$ cat config.mk
export PLATFORM = sky130hd
export DESIGN_NAME = fir_sample_capture_flat
export DESIGN_NICKNAME = d
export VERILOG_FILES = /design/src/rtl/fir_sample_capture_if.sv /design/src/rtl/fir_sample_capture.sv /design/src/flat_wrapper.sv
export SDC_FILE = /design/constraint.sdc
export NUM_CORES = 2
export LEC_CHECK = 0
export BUFFER_PORTS_ARGS = -buffer_cell sky130_fd_sc_hd__buf_2
export CAP_MARGIN = 10
export CORE_AREA = 2 2 534 536
export DETAILED_ROUTE_END_ITERATION = 8
export DIE_AREA = 0 0 536 538
export HOLD_SLACK_MARGIN = 0.15
export SYNTH_ARGS = -nofsm -noshare
export SYNTH_HDL_FRONTEND = slang
export SYNTH_SLANG_ARGS = --single-unit
$ cat constraint.sdc
create_clock -name clk -period 4 [get_ports clk]
set_input_delay 0 -clock clk [delete_from_list [all_inputs] [get_ports clk]]
set_output_delay 0 -clock clk [all_outputs]
set_load 0.02 [all_outputs]
$ cat src/rtl/fir_sample_capture_if.sv
// Control, capture and playback signals of fir_sample_capture.
// master drives the requests; slave is the capture block.
interface fir_sample_capture_if #(
  parameter int DATA_W = 8,
  parameter int CNT_W  = 16
);
  logic              start;
  logic              abort;
  logic [DATA_W-1:0] sample_in;
  logic              sample_valid;
  logic              busy;
  logic              done;
  logic [CNT_W-1:0]  count;
  logic [DATA_W-1:0] rd_data;
  logic              rd_valid;
  logic              rd_last;
  logic              rd_ready;

  modport master (
    output start, abort, sample_in, sample_valid, rd_ready,
    input  busy, done, count, rd_data, rd_valid, rd_last
  );

  modport slave (
    input  start, abort, sample_in, sample_valid, rd_ready,
    output busy, done, count, rd_data, rd_valid, rd_last
  );
endinterface

$ cat src/rtl/fir_sample_capture.sv
// Records DEPTH valid FIR output samples after a start pulse,
// then replays them in order on a valid/ready stream.
module fir_sample_capture #(
  parameter int DATA_W = 8,
  parameter int DEPTH  = 400,
  parameter int CNT_W  = 16
) (
  input logic                 clk,
  input logic                 rst,
  fir_sample_capture_if.slave bus
);
  localparam int AW = (DEPTH > 2) ? $clog2(DEPTH) : 1;
  localparam logic [CNT_W-1:0] LAST = CNT_W'(DEPTH - 1);
  localparam logic [CNT_W-1:0] FULL = CNT_W'(DEPTH);

  typedef enum logic [1:0] {
    IDLE,
    CAPTURE,
    DRAIN
  } state_t;

  state_t state;
  state_t state_next;

  logic [DATA_W-1:0] mem [DEPTH];

  logic [CNT_W-1:0]  wr_ptr;
  logic [CNT_W-1:0]  rd_ptr;
  logic [CNT_W-1:0]  count;
  logic [DATA_W-1:0] mem_q;
  logic              mem_vld;
  logic              mem_last;
  logic [DATA_W-1:0] rd_data;
  logic              rd_valid;
  logic              rd_last;
  logic              busy;
  logic              done;

  logic go;
  logic wr_en;
  logic wr_final;
  logic xfer_last;
  logic out_load;
  logic rd_issue;

  always_comb begin
    go = (state == IDLE) && bus.start && !bus.abort;
    wr_en = (state == CAPTURE) && bus.sample_valid
         && !bus.abort;
    wr_final = wr_en && (wr_ptr == LAST);
    xfer_last = (state == DRAIN) && rd_valid
             && bus.rd_ready && rd_last && !bus.abort;
    out_load = (state == DRAIN)
            && (!rd_valid || bus.rd_ready);
    // fetch only when the read register will be free next edge
    rd_issue = (state == DRAIN) && (rd_ptr != FULL)
            && (!mem_vld || out_load);
  end

  always_comb begin
    state_next = state;
    unique case (1'b1)
      bus.abort: state_next = IDLE;
      go:        state_next = CAPTURE;
      wr_final:  state_next = DRAIN;
      xfer_last: state_next = IDLE;
      default:   state_next = state;
    endcase
  end

  always_ff @(posedge clk) begin
    if (rst) begin
      state <= IDLE;
      busy  <= 1'b0;
      done  <= 1'b0;
    end else begin
      state <= state_next;
      busy  <= (state_next == CAPTURE)
            || (state_next == DRAIN);
      done  <= xfer_last;
    end
  end

  always_ff @(posedge clk) begin
    if (rst) begin
      wr_ptr <= '0;
      count  <= '0;
    end else if (go) begin
      wr_ptr <= '0;
      count  <= '0;
    end else if (wr_en) begin
      wr_ptr <= wr_ptr + 1'b1;
      count  <= count + 1'b1;
    end
  end

  always_ff @(posedge clk) begin
    if (wr_en) mem[wr_ptr[AW-1:0]] <= bus.sample_in;
  end

  always_ff @(posedge clk) begin
    if (rd_issue) mem_q <= mem[rd_ptr[AW-1:0]];
  end

  // two-stage playback: memory read register, then output register
  always_ff @(posedge clk) begin
    if (rst) begin
      rd_ptr   <= '0;
      mem_vld  <= 1'b0;
      mem_last <= 1'b0;
      rd_valid <= 1'b0;
      rd_last  <= 1'b0;
      rd_data  <= '0;
    end else if (state_next != DRAIN) begin
      rd_ptr   <= '0;
      mem_vld  <= 1'b0;
      mem_last <= 1'b0;
      rd_valid <= 1'b0;
      rd_last  <= 1'b0;
    end else begin
      if (rd_issue) begin
        rd_ptr   <= rd_ptr + 1'b1;
        mem_vld  <= 1'b1;
        mem_last <= (rd_ptr == LAST);
      end else if (out_load) begin
        mem_vld  <= 1'b0;
      end
      if (out_load) begin
        rd_valid <= mem_vld;
        rd_last  <= mem_vld && mem_last;
        if (mem_vld) rd_data <= mem_q;
      end
    end
  end

  assign bus.busy     = busy;
  assign bus.done     = done;
  assign bus.count    = count;
  assign bus.rd_data  = rd_data;
  assign bus.rd_valid = rd_valid;
  assign bus.rd_last  = rd_last;
endmodule

$ cat src/flat_wrapper.sv
// flat-port wrapper written by rule: the top's interface ports become plain ports
module fir_sample_capture_flat 
#(
  parameter int DATA_W = 8,
  parameter int DEPTH  = 400,
  parameter int CNT_W  = 16
)
  (clk, rst, bus_start, bus_abort, bus_sample_in, bus_sample_valid, bus_rd_ready, bus_busy, bus_done, bus_count, bus_rd_data, bus_rd_valid, bus_rd_last);
  fir_sample_capture_if #(.DATA_W(DATA_W), .CNT_W(CNT_W)) bus_i ();
  input logic clk;
  input logic rst;
  input wire logic [$bits(bus_i.start)-1:0] bus_start;
  input wire logic [$bits(bus_i.abort)-1:0] bus_abort;
  input wire logic [$bits(bus_i.sample_in)-1:0] bus_sample_in;
  input wire logic [$bits(bus_i.sample_valid)-1:0] bus_sample_valid;
  input wire logic [$bits(bus_i.rd_ready)-1:0] bus_rd_ready;
  output wire logic [$bits(bus_i.busy)-1:0] bus_busy;
  output wire logic [$bits(bus_i.done)-1:0] bus_done;
  output wire logic [$bits(bus_i.count)-1:0] bus_count;
  output wire logic [$bits(bus_i.rd_data)-1:0] bus_rd_data;
  output wire logic [$bits(bus_i.rd_valid)-1:0] bus_rd_valid;
  output wire logic [$bits(bus_i.rd_last)-1:0] bus_rd_last;
  assign bus_i.start = bus_start;
  assign bus_i.abort = bus_abort;
  assign bus_i.sample_in = bus_sample_in;
  assign bus_i.sample_valid = bus_sample_valid;
  assign bus_i.rd_ready = bus_rd_ready;
  assign bus_busy = bus_i.busy;
  assign bus_done = bus_i.done;
  assign bus_count = bus_i.count;
  assign bus_rd_data = bus_i.rd_data;
  assign bus_rd_valid = bus_i.rd_valid;
  assign bus_rd_last = bus_i.rd_last;
  fir_sample_capture #(.DATA_W(DATA_W), .DEPTH(DEPTH), .CNT_W(CNT_W)) u_core (.clk(clk), .rst(rst), .bus(bus_i));
endmodule
---- Word level (Yosys, flattened, before mapping) ----
Memories as Yosys holds them, arrays and structs flattened. A register that Yosys moved wholly into a read port is not among the register bits.
Index checks and enable logic that the tools add are counted.
storage, ports and cells
  flip-flop bits (word level) ............. 64
  RAM bits ................................ 3,200
  bits of input ports ..................... 14
  output and inout port bits .............. 28
  memories ................................ 1
cells by class
  $add $sub $neg .......................... 3
  equal/unequal tests ..................... 8
  mux-type cells .......................... 5
  bitwise operators ....................... 1
  reductions and logical operators ........ 25
memories
  memory      depth  width  rd ports  clocked after Yosys merged registers in  wr ports  line                      RTL
  u_core.mem  400    8      1         1                                        1         fir_sample_capture.sv:25  logic [DATA_W-1:0] mem [DEPTH];
operator list
  kind                                                                     number
  16-bit by 1-bit adder with 16-bit output (second input constant)         3
  16-bit by 9-bit equality test with 1-bit output (second input constant)  2
  16-bit by 9-bit != test with 1-bit output (second input constant)        1
  1-bit logical AND                                                        13
  2-bit one-hot mux with 3 select lines                                    1
  2-bit OR reduction                                                       3
  2-bit by 1-bit equality test with 1-bit output (second input constant)   2
  2-bit equality test (second input constant)                              2
  1-bit 2-to-1 mux                                                         4
  1-bit zero test                                                          3
  1-bit logical OR                                                         3
  3-bit AND reduction                                                      1
  2-bit zero test                                                          1
  2-bit != test (second input constant)                                    1
  2-bit nonzero test                                                       1
  1-bit NOT                                                                1

---- Logic depth before layout (Yosys ltp) ----
  word-level depth ........................ 10
  gate-level depth with buffers ........... 15
  depth with buffers taken out ............ 10

---- Worst setup path after synthesis ----
Ideal clock, no wire load.
  path kind ............................... register to register
  from .................................... reg u_core.state[0]
  to ...................................... reg u_core.rd_data[0] (netlist: u_core.bus.rd_data[0])
  setup time .............................. 0.128 ns
  arrival time ............................ 3.038 ns
  data required time ...................... 3.872 ns
  setup slack ............................. 0.835 ns
  cell stages (with the launch flop) ...... 12
  path buffers ............................ 1
  clock period less this slack ............ 3.165 ns
  cells stage by stage .................... dfxtp_1 -> nor4bb_1 -> nand4_1 -> nor2_1 -> and3_1 -> mux2i_1 -> nand2_1 -> ha_1 -> and3_1 -> clkbuf_1 -> mux2i_1 -> nor2_1
on the way
  word-level cells in the longest chain between the ends .. 10
  elaborated cells between the ends (all ways) .. 18
  those cells by class .................... eq/ne (3); mux (1); bitwise (1); reduce/logical (13)
RTL lines
  what                                   line                                                RTL
  start: declaration                     fir_sample_capture.sv:22                            state_t state;
  start signal: assignment               fir_sample_capture.sv:77                            state <= state_next;
  2-bit equality test                    fir_sample_capture.sv:51, fir_sample_capture.sv:53
  1-bit logical AND                      fir_sample_capture.sv:51                            xfer_last = (state == DRAIN) && rd_valid
  1-bit logical AND (3 in a row)         fir_sample_capture.sv:52                            && bus.rd_ready && rd_last && !bus.abort;
  2-bit OR reduction (no line)           -
  2-bit one-hot mux with 3 select lines  fir_sample_capture.sv:62                            unique case (1'b1)
  2-bit != test                          fir_sample_capture.sv:114                           end else if (state_next != DRAIN) begin
  1-bit NOT (no line)                    -
  3-bit AND reduction (no line) (*)      -
  end signal: assignment                 fir_sample_capture.sv:131                           if (mem_vld) rd_data <= mem_q;
  end: declaration                       fir_sample_capture.sv:33                            logic [DATA_W-1:0] rd_data;
Every way passes the cells marked *; elsewhere a longest branch is shown, timed or not.
A chain may end at the register's enable or synchronous reset.

---- Final worst setup path ----
  from .................................... reg u_core.rd_ptr[1]
  to ...................................... reg u_core.mem_q[0] (read register of u_core.mem) (data pin)
on the way
  word-level cells in the longest chain between the ends .. 3
RTL lines
  what                                       line                       RTL
  start: declaration                         fir_sample_capture.sv:28   logic [CNT_W-1:0] rd_ptr;
  start signal: assignment                   fir_sample_capture.sv:122  rd_ptr <= rd_ptr + 1'b1;
  16-bit by 9-bit != test with 1-bit output  fir_sample_capture.sv:56   rd_issue = (state == DRAIN) && (rd_ptr != FULL)
  1-bit logical AND                          fir_sample_capture.sv:56
  1-bit logical AND                          fir_sample_capture.sv:57   && (!mem_vld || out_load);
  end: declaration                           fir_sample_capture.sv:30   logic [DATA_W-1:0] mem_q;
Several ways; a longest one is shown, not always the timed one.

==> summary.txt <==
Final setup violation count: 1
RSZ-0062 raised after global routing: no
Primary FF master, synth: edfxtp_1
Via count: 66585
Multi-input logic area: 0.0275 mm2
Die Ht: 538 um
Max Freq: 0.245 GHz
TritonCTS Buffers: 335
Library cells used by synthesis: 72
Filler cells: 22056
Synth Area per Inst: 21.0 um2
1st-pass router iterations: 5
Worst Hold Class: primary input to flop
Vias in the first global route: 65762
Sequential area share after synthesis: 77.0%
DRC: 0
CTS H-tree lvls: 5
Routability cong.: 0.868
Inst Count DP: 10239
DRT iter0 DRCs: 9655
Worst VDD drop: 0.335 mV
CTS tree: done
Area occupied by registers: 0.0976 mm2
Max_cap viols: 0
Violated checks: negative setup slack
Pins Over Slew Limit: 0
Initial antenna violation count: 14
Net Count, Synth: 6067
Dpl cell area: 0.137 mm2
CP Launch Type: flop
Fin area: 0.148 mm2
Crit path DAT: 4.72 ns
GRT Util Overall: 25.1%
Io pins: 42
ANT nets after route: 0
FF-to-FF End: u_core.mem_q[0]$_DFFE_PP_
Area Overhead vs Synth: 16.5%
Kind of end point of the critical path: flop
Clock Tree Root: clkbuf_16
Max-slew headroom: 14.8%
Placement Setup Slack: -0.269 ns
Setup crit start: u_core.rd_ptr[1]$_SDFFE_PP0P_
Crit path capture: u_core.mem_q[0]$_DFFE_PP_
Critical path class: flop to flop
Num rows: 196
Crit Path Max Fanout: 45
Commonest non-fill, non-tap cell in the layout: edfxtp_1
Setup TNS: -0.0841 ns
Post-detail-place hpwl: 230 mm
Final nets: 6859
Worst r2r src: u_core.rd_ptr[1]$_SDFFE_PP0P_
Clk sinks: 3272
Area of the mapped netlist: 0.127 mm2
Status: finished, violations left
Wire per inst: 33.5 um
Initial core utilization: 44.8%
Worst skew pair latency: 0.93 ns
Synth Warn #: 0
Largest net degree at the start of global routing: 140
Die X: 536 um
Cell Pwr Density: 467 mW/mm2
Final wirelength: 364 mm
Input/output buffers: 41
Commonest cells after routing, fill and taps aside: 3208 x edfxtp_1, 793 x mux4_2, 676 x buf_4, 493 x nor2_1, 341 x clkbuf_16
Slew at the pin closest to its max-slew limit: 1.28 ns
R2r setup slk: -0.08 ns
Ys async rst share: 0%
Non-Filler Instances: 10877
Post-synth EDFFs: 3208
Die footprint: 0.288 mm2
WP data required: 4.63 ns
FF+latch count, synth: 3272
Core Footprint: 0.283 mm2
Min Tclk post-route: 4.08 ns
Congestion Overflow GR: 0
Final hold violations: 0
First-pass GRT wire length: 510 mm
Worst Setup Slack, final: -0.0841 ns
Via-per-instance ratio: 6.12
Post-Syn Instances: 6045
Longest Clk Path Bufs: 4
Layout cell share with drive strength beyond 1: 29.9%
Reg2Reg Depth: 9
Final Cycle Share: 102%
Pleak: 46.0 nW
Worst-path clk slew: 0.06 ns
Worst clock skew: 0.0558 ns
## worst max-delay path: stages, from the launching register on
cell,delay [ns]
dfxtp_4,0.63
buf_12,0.34
buf_4,0.39
mux4_2,0.38
a22oi_1,0.38
a21oi_1,0.26
nor4_2,0.65
buf_4,0.24
o32a_1,0.30
o21ai_0,0.13
## synth_stat cells, types with 8 or more instances
| library cell | count | area (um2) |
|---|---|---|
| edfxtp_1 | 3208 | 96300 |
| mux4_2 | 793 | 17900 |
| nor2_1 | 498 | 1870 |
| nand2_1 | 231 | 867 |
| mux2i_1 | 197 | 1970 |
| clkbuf_1 | 146 | 548 |
| buf_2 | 128 | 641 |
| a22oi_1 | 89 | 668 |
| a21oi_1 | 79 | 395 |
| nand3_1 | 65 | 325 |
| dfxtp_1 | 64 | 1280 |
| o21ai_0 | 45 | 225 |
| buf_4 | 44 | 330 |
| a221oi_1 | 28 | 245 |
| nand4_1 | 27 | 169 |
| o22ai_1 | 26 | 163 |
| xor2_1 | 26 | 228 |
| buf_1 | 24 | 90.1 |
| nor3_1 | 24 | 120 |
| buf_6 | 19 | 214 |
| and3_1 | 18 | 113 |
| a31oi_1 | 17 | 106 |
| mux2_2 | 16 | 180 |
| a32oi_1 | 15 | 131 |
| nor2b_1 | 15 | 93.8 |
| o211ai_1 | 15 | 113 |
| a211oi_1 | 14 | 105 |
| or3_1 | 13 | 81.3 |
| a22o_1 | 12 | 105 |
| xnor2_1 | 12 | 105 |
| inv_1 | 10 | 37.5 |
| nor4_1 | 10 | 62.6 |
| ha_1 | 8 | 100 |
## layout make-up
type / count / share of cell area, %
timing repair buffer: 817 / 4.85
sequential: 3272 / 66.1
antenna: 10 / 0.0169
clock buffer: 434 / 6.04
multi-input combinational: 2396 / 18.6
clock inverter: 171 / 1.17
inverter: 15 / 0.0432
tap: 3762 / 3.19
## kinds of logic after synthesis
logic type	Yosys count	share of synthesized area, %
multiplexers	1009	15.8
XOR/XNOR	38	0.262
AO/OA/AOI/OAI	400	2.20
AND/OR/NAND/NOR	941	3.15
adder cells (fa/ha/maj)	8	0.0789
buffers and inverters	377	1.49
flip-flops	3272	77.0
## stage by stage
| step | utilization, % | power (mW) | hold slack (ns) |
|---|---|---|---|
| after floorplan | - | 38.4 | 0.0768 |
| after global placement | 48.3 | 39.0 | 0.290 |
| after detailed placement | 48.3 | 39.0 | 0.302 |
| after CTS | 52.2 | 69.3 | 0.157 |
| after global routing | 52.2 | 70.7 | 0.200 |
| final | 52.2 | 69.0 | 0.192 |
## worst min-delay path by stage
stage | slack (ns) | start | cells past startpoint | end
2_1_floorplan | 0.08 | rst | 1 | u_core.bus.done$_SDFF_PP0_
3_3_place_gp | 0.29 | bus_abort | 2 | u_core.bus.done$_SDFF_PP0_
3_5_place_dp | 0.30 | bus_abort | 2 | u_core.bus.done$_SDFF_PP0_
4_1_cts | 0.16 | bus_abort | 6 | u_core.bus.count[0]$_SDFFE_PP0P_
5_1_grt | 0.20 | bus_sample_in[6] | 2 | u_core.mem[208][6]$_DFFE_PP_
6_report | 0.19 | bus_sample_in[6] | 2 | u_core.mem[208][6]$_DFFE_PP_
## report_power, final
group          switching, mW  internal, mW  total, mW
logic                  0.615        0.0842      0.699
registers            0.00205          37.6       37.6
clock network           13.2          17.5       30.7
## flip-flops by register name (all words and copies together), names as in the netlist
name	count
u_core.bus.rd_last	1
u_core.mem_q	8
u_core.state	2
u_core.mem_vld	1
u_core.mem_last	1
u_core.mem	3200
u_core.bus.rd_data	8
u_core.bus.busy	1
u_core.bus.done	1
u_core.wr_ptr	16
u_core.bus.count	16
u_core.bus.rd_valid	1
u_core.rd_ptr	16
## layer usage
| metal | wire length (um) | vias up | GRT usage [%] |
|---|---|---|---|
| li1 | - | 26672 | - |
| met1 | 148000 | 35770 | 36.0 |
| met2 | 172000 | 3592 | 39.7 |
| met3 | 33500 | 547 | 4.73 |
| met4 | 10700 | 4 | 6.83 |
| met5 | 11 | - | 0 |
## repair_timing
item	CTS	global route
setup endpoints to repair	4	1
setup buffers	4	0
pin swaps	0	0
resized for setup	6	1
hold endpoints to repair	2978	0
hold buffers	19	0
Note: power is estimated with default switching activity, not from simulation.
